<file path="src/rtl/alu_arbiter.sv">
// alu_arbiter: two requesters share one external combinational ALU.
// Round-robin grant, registered ALU operands held for EXEC_CYCLES,
// then the captured result is returned on a tagged response handshake.
//
// state | meaning
// IDLE  | waiting for a command; the granted requester sees ready
// EXEC  | ALU inputs held stable while cnt counts down to capture
// RESP  | rsp_valid high; response held until rsp_ready
module alu_arbiter #(
    // Hold time of the ALU inputs before capture; legal range 1..15.
    parameter int unsigned EXEC_CYCLES = 1
) (
    input  logic        clk,
    input  logic        rst_n,

    input  logic        req0_valid,
    output logic        req0_ready,
    input  logic [3:0]  req0_op,
    input  logic [7:0]  req0_a,
    input  logic [7:0]  req0_b,

    input  logic        req1_valid,
    output logic        req1_ready,
    input  logic [3:0]  req1_op,
    input  logic [7:0]  req1_a,
    input  logic [7:0]  req1_b,

    output logic        rsp_valid,
    input  logic        rsp_ready,
    output logic        rsp_id,
    output logic [15:0] rsp_result,
    output logic        rsp_zero,
    output logic        rsp_err,

    output logic [7:0]  alu_a,
    output logic [7:0]  alu_b,
    output logic [3:0]  alu_sel,
    input  logic [15:0] alu_result,
    input  logic        alu_zero,

    output logic        busy,
    output logic [15:0] op_count
);

    typedef enum logic [1:0] {
        IDLE = 2'd0,
        EXEC = 2'd1,
        RESP = 2'd2
    } state_t;

    localparam logic [3:0] OP_DIV   = 4'd9;
    localparam logic [3:0] OP_MOD   = 4'd10;
    localparam logic [3:0] OP_LAST  = 4'd11;
    localparam logic [3:0] CNT_LOAD = 4'(EXEC_CYCLES - 1);

    state_t      state;
    state_t      state_nxt;
    logic        last_grant;
    logic [3:0]  cnt;

    logic        gnt_vld;
    logic        gnt_id;
    logic        accept;
    logic        cmd_bad;
    logic [3:0]  cmd_op;
    logic [7:0]  cmd_a;
    logic [7:0]  cmd_b;

    // Round-robin grant: a lone requester wins; on a tie the one not served last wins.
    always_comb begin
        gnt_vld = req0_valid | req1_valid;
        gnt_id  = 1'b0;
        if (req0_valid && req1_valid) begin
            gnt_id = ~last_grant;
        end else if (req1_valid) begin
            gnt_id = 1'b1;
        end
    end

    // Ready only in IDLE and only toward the granted requester, so at most one is high.
    always_comb begin
        req0_ready = (state == IDLE) && gnt_vld && !gnt_id;
        req1_ready = (state == IDLE) && gnt_vld &&  gnt_id;
        accept     = (state == IDLE) && gnt_vld;
    end

    // Select the granted payload and flag commands that must skip the ALU.
    always_comb begin
        cmd_op = gnt_id ? req1_op : req0_op;
        cmd_a  = gnt_id ? req1_a  : req0_a;
        cmd_b  = gnt_id ? req1_b  : req0_b;
        // Opcodes above EQ are undefined; DIV/MOD by zero would give a meaningless result.
        cmd_bad = (cmd_op > OP_LAST) ||
                  (((cmd_op == OP_DIV) || (cmd_op == OP_MOD)) && (cmd_b == 8'd0));
    end

    // State register.
    always_ff @(posedge clk or negedge rst_n) begin
        if (!rst_n) begin
            state <= IDLE;
        end else begin
            state <= state_nxt;
        end
    end

    // Next-state logic.
    always_comb begin
        state_nxt = state;
        case (state)
            IDLE: begin
                if (accept) begin
                    state_nxt = cmd_bad ? RESP : EXEC;
                end
            end
            EXEC: begin
                if (cnt == 4'd0) begin
                    state_nxt = RESP;
                end
            end
            RESP: begin
                if (rsp_ready) begin
                    state_nxt = IDLE;
                end
            end
            default: state_nxt = IDLE;
        endcase
    end

    // Command registers, settle counter, response capture and completion count.
    always_ff @(posedge clk or negedge rst_n) begin
        if (!rst_n) begin
            alu_a      <= 8'd0;
            alu_b      <= 8'd0;
            alu_sel    <= 4'd0;
            rsp_id     <= 1'b0;
            rsp_result <= 16'd0;
            rsp_zero   <= 1'b0;
            rsp_err    <= 1'b0;
            last_grant <= 1'b1;
            cnt        <= 4'd0;
            op_count   <= 16'd0;
        end else begin
            case (state)
                IDLE: begin
                    if (accept) begin
                        alu_a      <= cmd_a;
                        alu_b      <= cmd_b;
                        alu_sel    <= cmd_op;
                        rsp_id     <= gnt_id;
                        last_grant <= gnt_id;
                        cnt        <= CNT_LOAD;
                        // Bypassed commands get their error response right away.
                        if (cmd_bad) begin
                            rsp_err    <= 1'b1;
                            rsp_result <= 16'd0;
                            rsp_zero   <= 1'b1;
                        end
                    end
                end
                EXEC: begin
                    if (cnt == 4'd0) begin
                        rsp_result <= alu_result;
                        rsp_zero   <= alu_zero;
                        rsp_err    <= 1'b0;
                    end else begin
                        cnt <= cnt - 4'd1;
                    end
                end
                RESP: begin
                    if (rsp_ready) begin
                        op_count <= op_count + 16'd1;
                    end
                end
                default: begin
                end
            endcase
        end
    end

    // Status outputs decoded from the state.
    always_comb begin
        rsp_valid = (state == RESP);
        busy      = (state != IDLE);
    end

endmodule

</file>
<file path="config.mk">
export PLATFORM = sky130hd
export DESIGN_NAME = alu_arbiter
export DESIGN_NICKNAME = d
export VERILOG_FILES = /design/src/rtl/alu_arbiter.sv
export SDC_FILE = /design/constraint.sdc
export NUM_CORES = 1
export LEC_CHECK = 0
export CAP_MARGIN = 20
export CORE_UTILIZATION = 40
export DETAILED_ROUTE_END_ITERATION = 10
export PLACE_DENSITY = 0.74
export SLEW_MARGIN = 20
export SYNTH_ARGS = -nofsm -noshare
export SYNTH_HDL_FRONTEND = slang
export SYNTH_SLANG_ARGS = --single-unit
</file>
<file path="constraint.sdc">
create_clock -name clk -period 3.8 [get_ports clk]
set_clock_uncertainty 0.1 [all_clocks]
set_input_delay 0.76 -clock clk [delete_from_list [all_inputs] [get_ports clk]]
set_output_delay 0.76 -clock clk [all_outputs]
set_load 0.02 [all_outputs]
</file>
======== After elaboration in Yosys (flattened, before gate mapping) ========
Index checks and enable logic that the tools add are counted.
storage, ports and cells
  flip-flop bits (word level) ............. 62
  bits in latches ......................... 0
  bits in writable memories ............... 0
  bits in read-only memories .............. 0
  bits of input ports ..................... 62
  output and inout bits ................... 59
  logic and storage cells ................. 66
  memories kept ........................... 0
operators by class
  add/sub/neg operators ................... 2
  $mul .................................... 0
  div/mod/pow operators ................... 0
  magnitude comparators ................... 1
  equal/unequal tests ..................... 9
  shift operators ......................... 0
  multiplexer cells ....................... 23
  bitwise operators ....................... 2
  reduce and logical (&&, ||, !) cells .... 18
operator list
  operator                 count
  $mux W16                 3
  $pmux W16 S2             1
  $add A16 B1 Y16 const B  1
  $mux W8                  2
  $mux W4                  3
  $eq A4 B4 Y1 const B     2
  $logic_not A8 Y1         1
  $mux W2                  4
  $ne A2 B2 Y1 const B     4
  $pmux W4 S2              1
  $mux W1                  6
  $pmux W2 S3              1
  $reduce_and A3 Y1        2
  $logic_and A1 B1 Y1      5
  $gt A4 B4 Y1 const B     1
  $logic_not A4 Y1         1
  $pmux W1 S2              2
  $reduce_and A2 Y1        2
  $reduce_and A4 Y1        1
  $reduce_bool A2 Y1       2
  $sub A4 B1 Y4 const B    1
  $eq A2 B1 Y1 const B     1
  $eq A2 B2 Y1 const B     1
  $logic_not A2 Y1         1
  5 further kinds          6

======== Depth between registers and ports, before layout ========
  word-level depth ........................ 10
  mapped depth ............................ 8
  depth with buffers taken out ............ 6

======== Least setup slack after synthesis ========
No wires, ideal clock.
  kind .................................... input to output
  from .................................... in req1_valid
  to ...................................... out req0_ready
  data arrival time ....................... 1.635 ns
  required time ........................... 2.940 ns
  setup slack ............................. 1.305 ns
  stages on the path ...................... 5
  path buffers ............................ 2
  cells stage by stage .................... nor2_1 or2_0 buf_2 clkbuf_1 nor2_1
between the ends
  cells in the longest elaborated chain, start to end .. 4
  elaborated cells on any way between the ends .. 7
  those cells by class .................... mux (2); bitwise (1); reduce/logical (4)
RTL lines
  item                                                   RTL line  RTL
  start: declaration                                     22        input logic req1_valid,
  $mux W1 / $logic_and A1 B1 Y1 (equally long branches)  75, 73
  $mux W1                                                73        if (req0_valid && req1_valid) begin
  $logic_not A1 Y1                                       82        req0_ready = (state == IDLE) && gnt_vld && !gnt_id;
  $logic_and A1 B1 Y1 (*)                                82
  end: declaration                                       17        output logic req0_ready,
Every way passes the cells marked *; elsewhere a longest branch is shown, timed or not.

======== Worst setup path after layout ========
  from .................................... in req1_valid
  to ...................................... out req1_ready
between the ends
  cells in the longest elaborated chain, start to end .. 3
  elaborated cells on any way between the ends .. 6
  those cells by class .................... mux (2); bitwise (1); reduce/logical (3)
RTL lines
  item                                                   RTL line  RTL
  $mux W1, or another cell as far along                  75        end else if (req1_valid) begin
  $mux W1 / $logic_and A1 B1 Y1 (equally long branches)  73, 83
  $logic_and A1 B1 Y1 (*)                                83        req1_ready = (state == IDLE) && gnt_vld && gnt_id;
  end: declaration                                       23        output logic req1_ready,
Marks and branches as above.

==> impl_metrics.csv <==
group,metric,value,unit
worst_setup_path,endpoint_kind,"output pin",
job,drv_cap,0,
min_path,hold_path_class,"in2async",
floorplan,io_pins,121,
power_and_ir_drop,p_per_area,705.9,nW/um^2
floorplan,die_y,86.51,um
drt,first_pass_iters,4,
placement,gp_congestion,0.7923,
clocking,numCtsBuffers,9,
synth,netlist_area,2856,sq um
drt,vias_per_cell,4.880,
floorplan,std_cell_rows,30,
placement,port_buffers,120,
worst_setup_path,crit_top_cell,"clkdlybuf4s50_1",
clocking,cts_tree,"yes",
clocking,clkTransAtPathRegs,60,ps
synth,async_reset_ff_share,100.0,%
grt,track_usage,19.55,%
synth,syn_nets,362,
timing,slew_headroom,31.88,%
clocking,cts-root-buf,"clkbuf_8",
synth,ys.flop_type,"dfrtp_1",
outcome,status,"completed",
synth,ys_seq_area_share,54.36,%
placement,dp.cells,502,
synth,netlist.area_leader.share,53.44,%
clocking,clk_latency,330,ps
grt,grt_antenna_before_repair,0,
clocking,cts_setup_buffers,0,
worst_setup_path,crit_chain,"clkdlybuf4s50_1 > a21bo_2 > nor2_1 > clkdlybuf4s50_1",
synth,synth_top_area_cell,"dfrtp_1",
synth,yosysWarnings,0,
drt,drt-initial-drc-count,71,
finish,final_cells,518,
grt,grt_pass1_vias,2423,
timing,rsz0062_at_grt,"false",
timing,hold_viol,0,
worst_setup_path,arrival,2440,ps
worst_setup_path,cpLargestDelayFamily,"buffers and inverters",
placement,dp_slack,498.3,ps
grt,grt_pass1_wl,11300,um
synth,yosys_register_bits,62,
synth,synth.area.top_cells,"dfrtp_1 (53%), nand2_1 (9.1%), nor2_1 (3.3%), xor2_1 (3.1%), a21oi_1 (2.8%)",
timing,period_minus_slack,3302,ps
worst_setup_path,critPathSlowestCell,"clkdlybuf4s50_1",
worst_setup_path,worstPathMaxFanout,14,
worst_setup_path,slowest_delay,640,ps
synth,synth.most_common_cell,"nand2_1",
clocking,cts.path.max_buffers,2,
finish,nFillCells,595,
drt,route.antenna.remaining_nets,0,
worst_setup_path,crit_type,"in2out",
timing,worst_pin_slew,1014,ps
timing,setup_viol,0,
synth,synth-edff-count,0,
worst_setup_path,worst_r2r_path_depth,5,
worst_setup_path,startpoint_type,"primary input",
floorplan,die_w,86.51,um
synth,synth_common_cells,"nand2_1 (69), dfrtp_1 (61), nor2_1 (25), a21oi_1 (16)",
floorplan,core_area,6832,sq um
drt,drc,0,
floorplan,die-area,7483,sq um
clocking,htree_num_levels,3,
floorplan,floorplan.initialDensity,41.81,%
power_and_ir_drop,ir_drop,0.0004091,V
timing,finalCritPeriodShare,86.90,%
timing,drv_slew,0,
finish,syn_to_final_growth,51.20,%
finish,fin_util,63.22,%
clocking,cts_resized,0,
drt,num_vias,2528,
drt,wirelength,6858,um
finish,layout.nets,482,
clocking,cts_sinks,62,
clocking,cts-hold-fix-buffers,0,
finish,antenna_cells,0,
timing,layout_setup_ws,498.0,ps
synth,syn_area_per_cell,9.618,sq um
worst_setup_path,path_buf_inv,2,
timing,tns,0,ps
timing,clock.fmax,302.8,MHz
placement,hpwlAfterDp,5090,um
grt,grt_max_degree,44,
drt,wire_per_inst,13.24,um
finish,drive_gt1_share,6.635,%
synth,synth.distinct_cells,45,
worst_setup_path,cp.required,2940,ps
synth,synth_cells,297,
grt,gr-total-overflow,0,
power_and_ir_drop,leakagePower,1.872,nW
worst_setup_path,cp.depth,4,
==> worst register-to-register path: cells and delay by family, from the launching register on <==
| kind | cells | cell delay, ps |
|---|---|---|
| AND/OR/NAND/NOR | 3 | 1620 |
| flip-flops | 1 | 500 |
| buffers and inverters | 1 | 200 |
| AO/OA/AOI/OAI | 1 | 110 |
==> area by class of cell <==
cell class,count,area (sq um),area share (%)
sequential,62,1553,35.95
clock buffer,11,131.4,3.042
multi-input combinational,211,1201,27.81
tap,96,120.1,2.781
inverter,8,30.03,0.6952
timing repair buffer,125,1234,28.56
clock inverter,5,50.05,1.159
==> sequential cells by signal, summed over array words and instances (netlist names) <==
register,count
rsp_result,16
last_grant,1
cnt,4
op_count,16
alu_a,8
state,2
alu_b,8
alu_sel,4
rsp_err,1
rsp_zero,1
rsp_id,1
==> power by group <==
part	internal, W	switching, W
logic	0.000686	0.000772
registers	0.000899	0.000156
clock network	0.000299	0.000237
==> stage by stage <==
| step | total power (W) | hold WS (ps) | cell area [sq um] |
|---|---|---|---|
| floorplan | 0.001867 | 364.4 | 2856 |
| global placement | 0.002504 | 355.5 | 4138 |
| detailed placement | 0.002533 | 365.0 | 4138 |
| CTS | 0.003086 | 265.9 | 4319 |
| global route | 0.003260 | 290.8 | 4319 |
| finish | 0.003049 | 260.2 | 4319 |
==> layout by cell type, fill, tap and decap left out, types with 3 or more instances in the layout <==
master	n
nor4_1	4
a21o_1	3
nor2_1	25
inv_1	8
o21ai_0	10
nor3_1	8
xnor2_1	9
ha_1	3
a31oi_1	11
a22oi_1	8
nand3_1	3
buf_4	5
clkinv_2	4
dfrtp_1	61
clkdlybuf4s50_1	119
a21oi_1	16
nand2_1	69
xor2_1	10
clkbuf_8	9
==> final timing paths <==
| path | start | to | slack (ps) |
|---|---|---|---|
| max | req1_valid | req1_ready | 500 |
| min | rst_n | op_count[7] | 260 |
| max reg2reg | state[0] | rsp_result[11] | 1100 |
| min reg2reg | op_count[15] | op_count[15] | 370 |
| max in group asynchronous | rst_n | last_grant | 2450 |
| min in group clk | op_count[15] | op_count[15] | 370 |
==> logic make-up (layout without fill, tap and decap cells) <==
group,count (synthesis),after routing,share of synthesized area (%)
xor+xnor,19,19,5.826
fa+ha+maj,3,3,1.314
flops,62,62,54.36
compound gates,58,58,12.83
buf+inv,24,149,3.591
simple gates,127,127,20.59
mux,4,4,1.489
==> layer usage <==
layer / part of all wire (%) / vias up / GRT usage (%)
li1: - / 1251 / -
met1: 46 / 1151 / 25.90
met2: 44 / 115 / 29.44
met3: 9.1 / 11 / 6.571
met4: 1.4 / 0 / 8.182
met5: 0 / - / 0
Note: power is estimated with default switching activity, not from simulation.
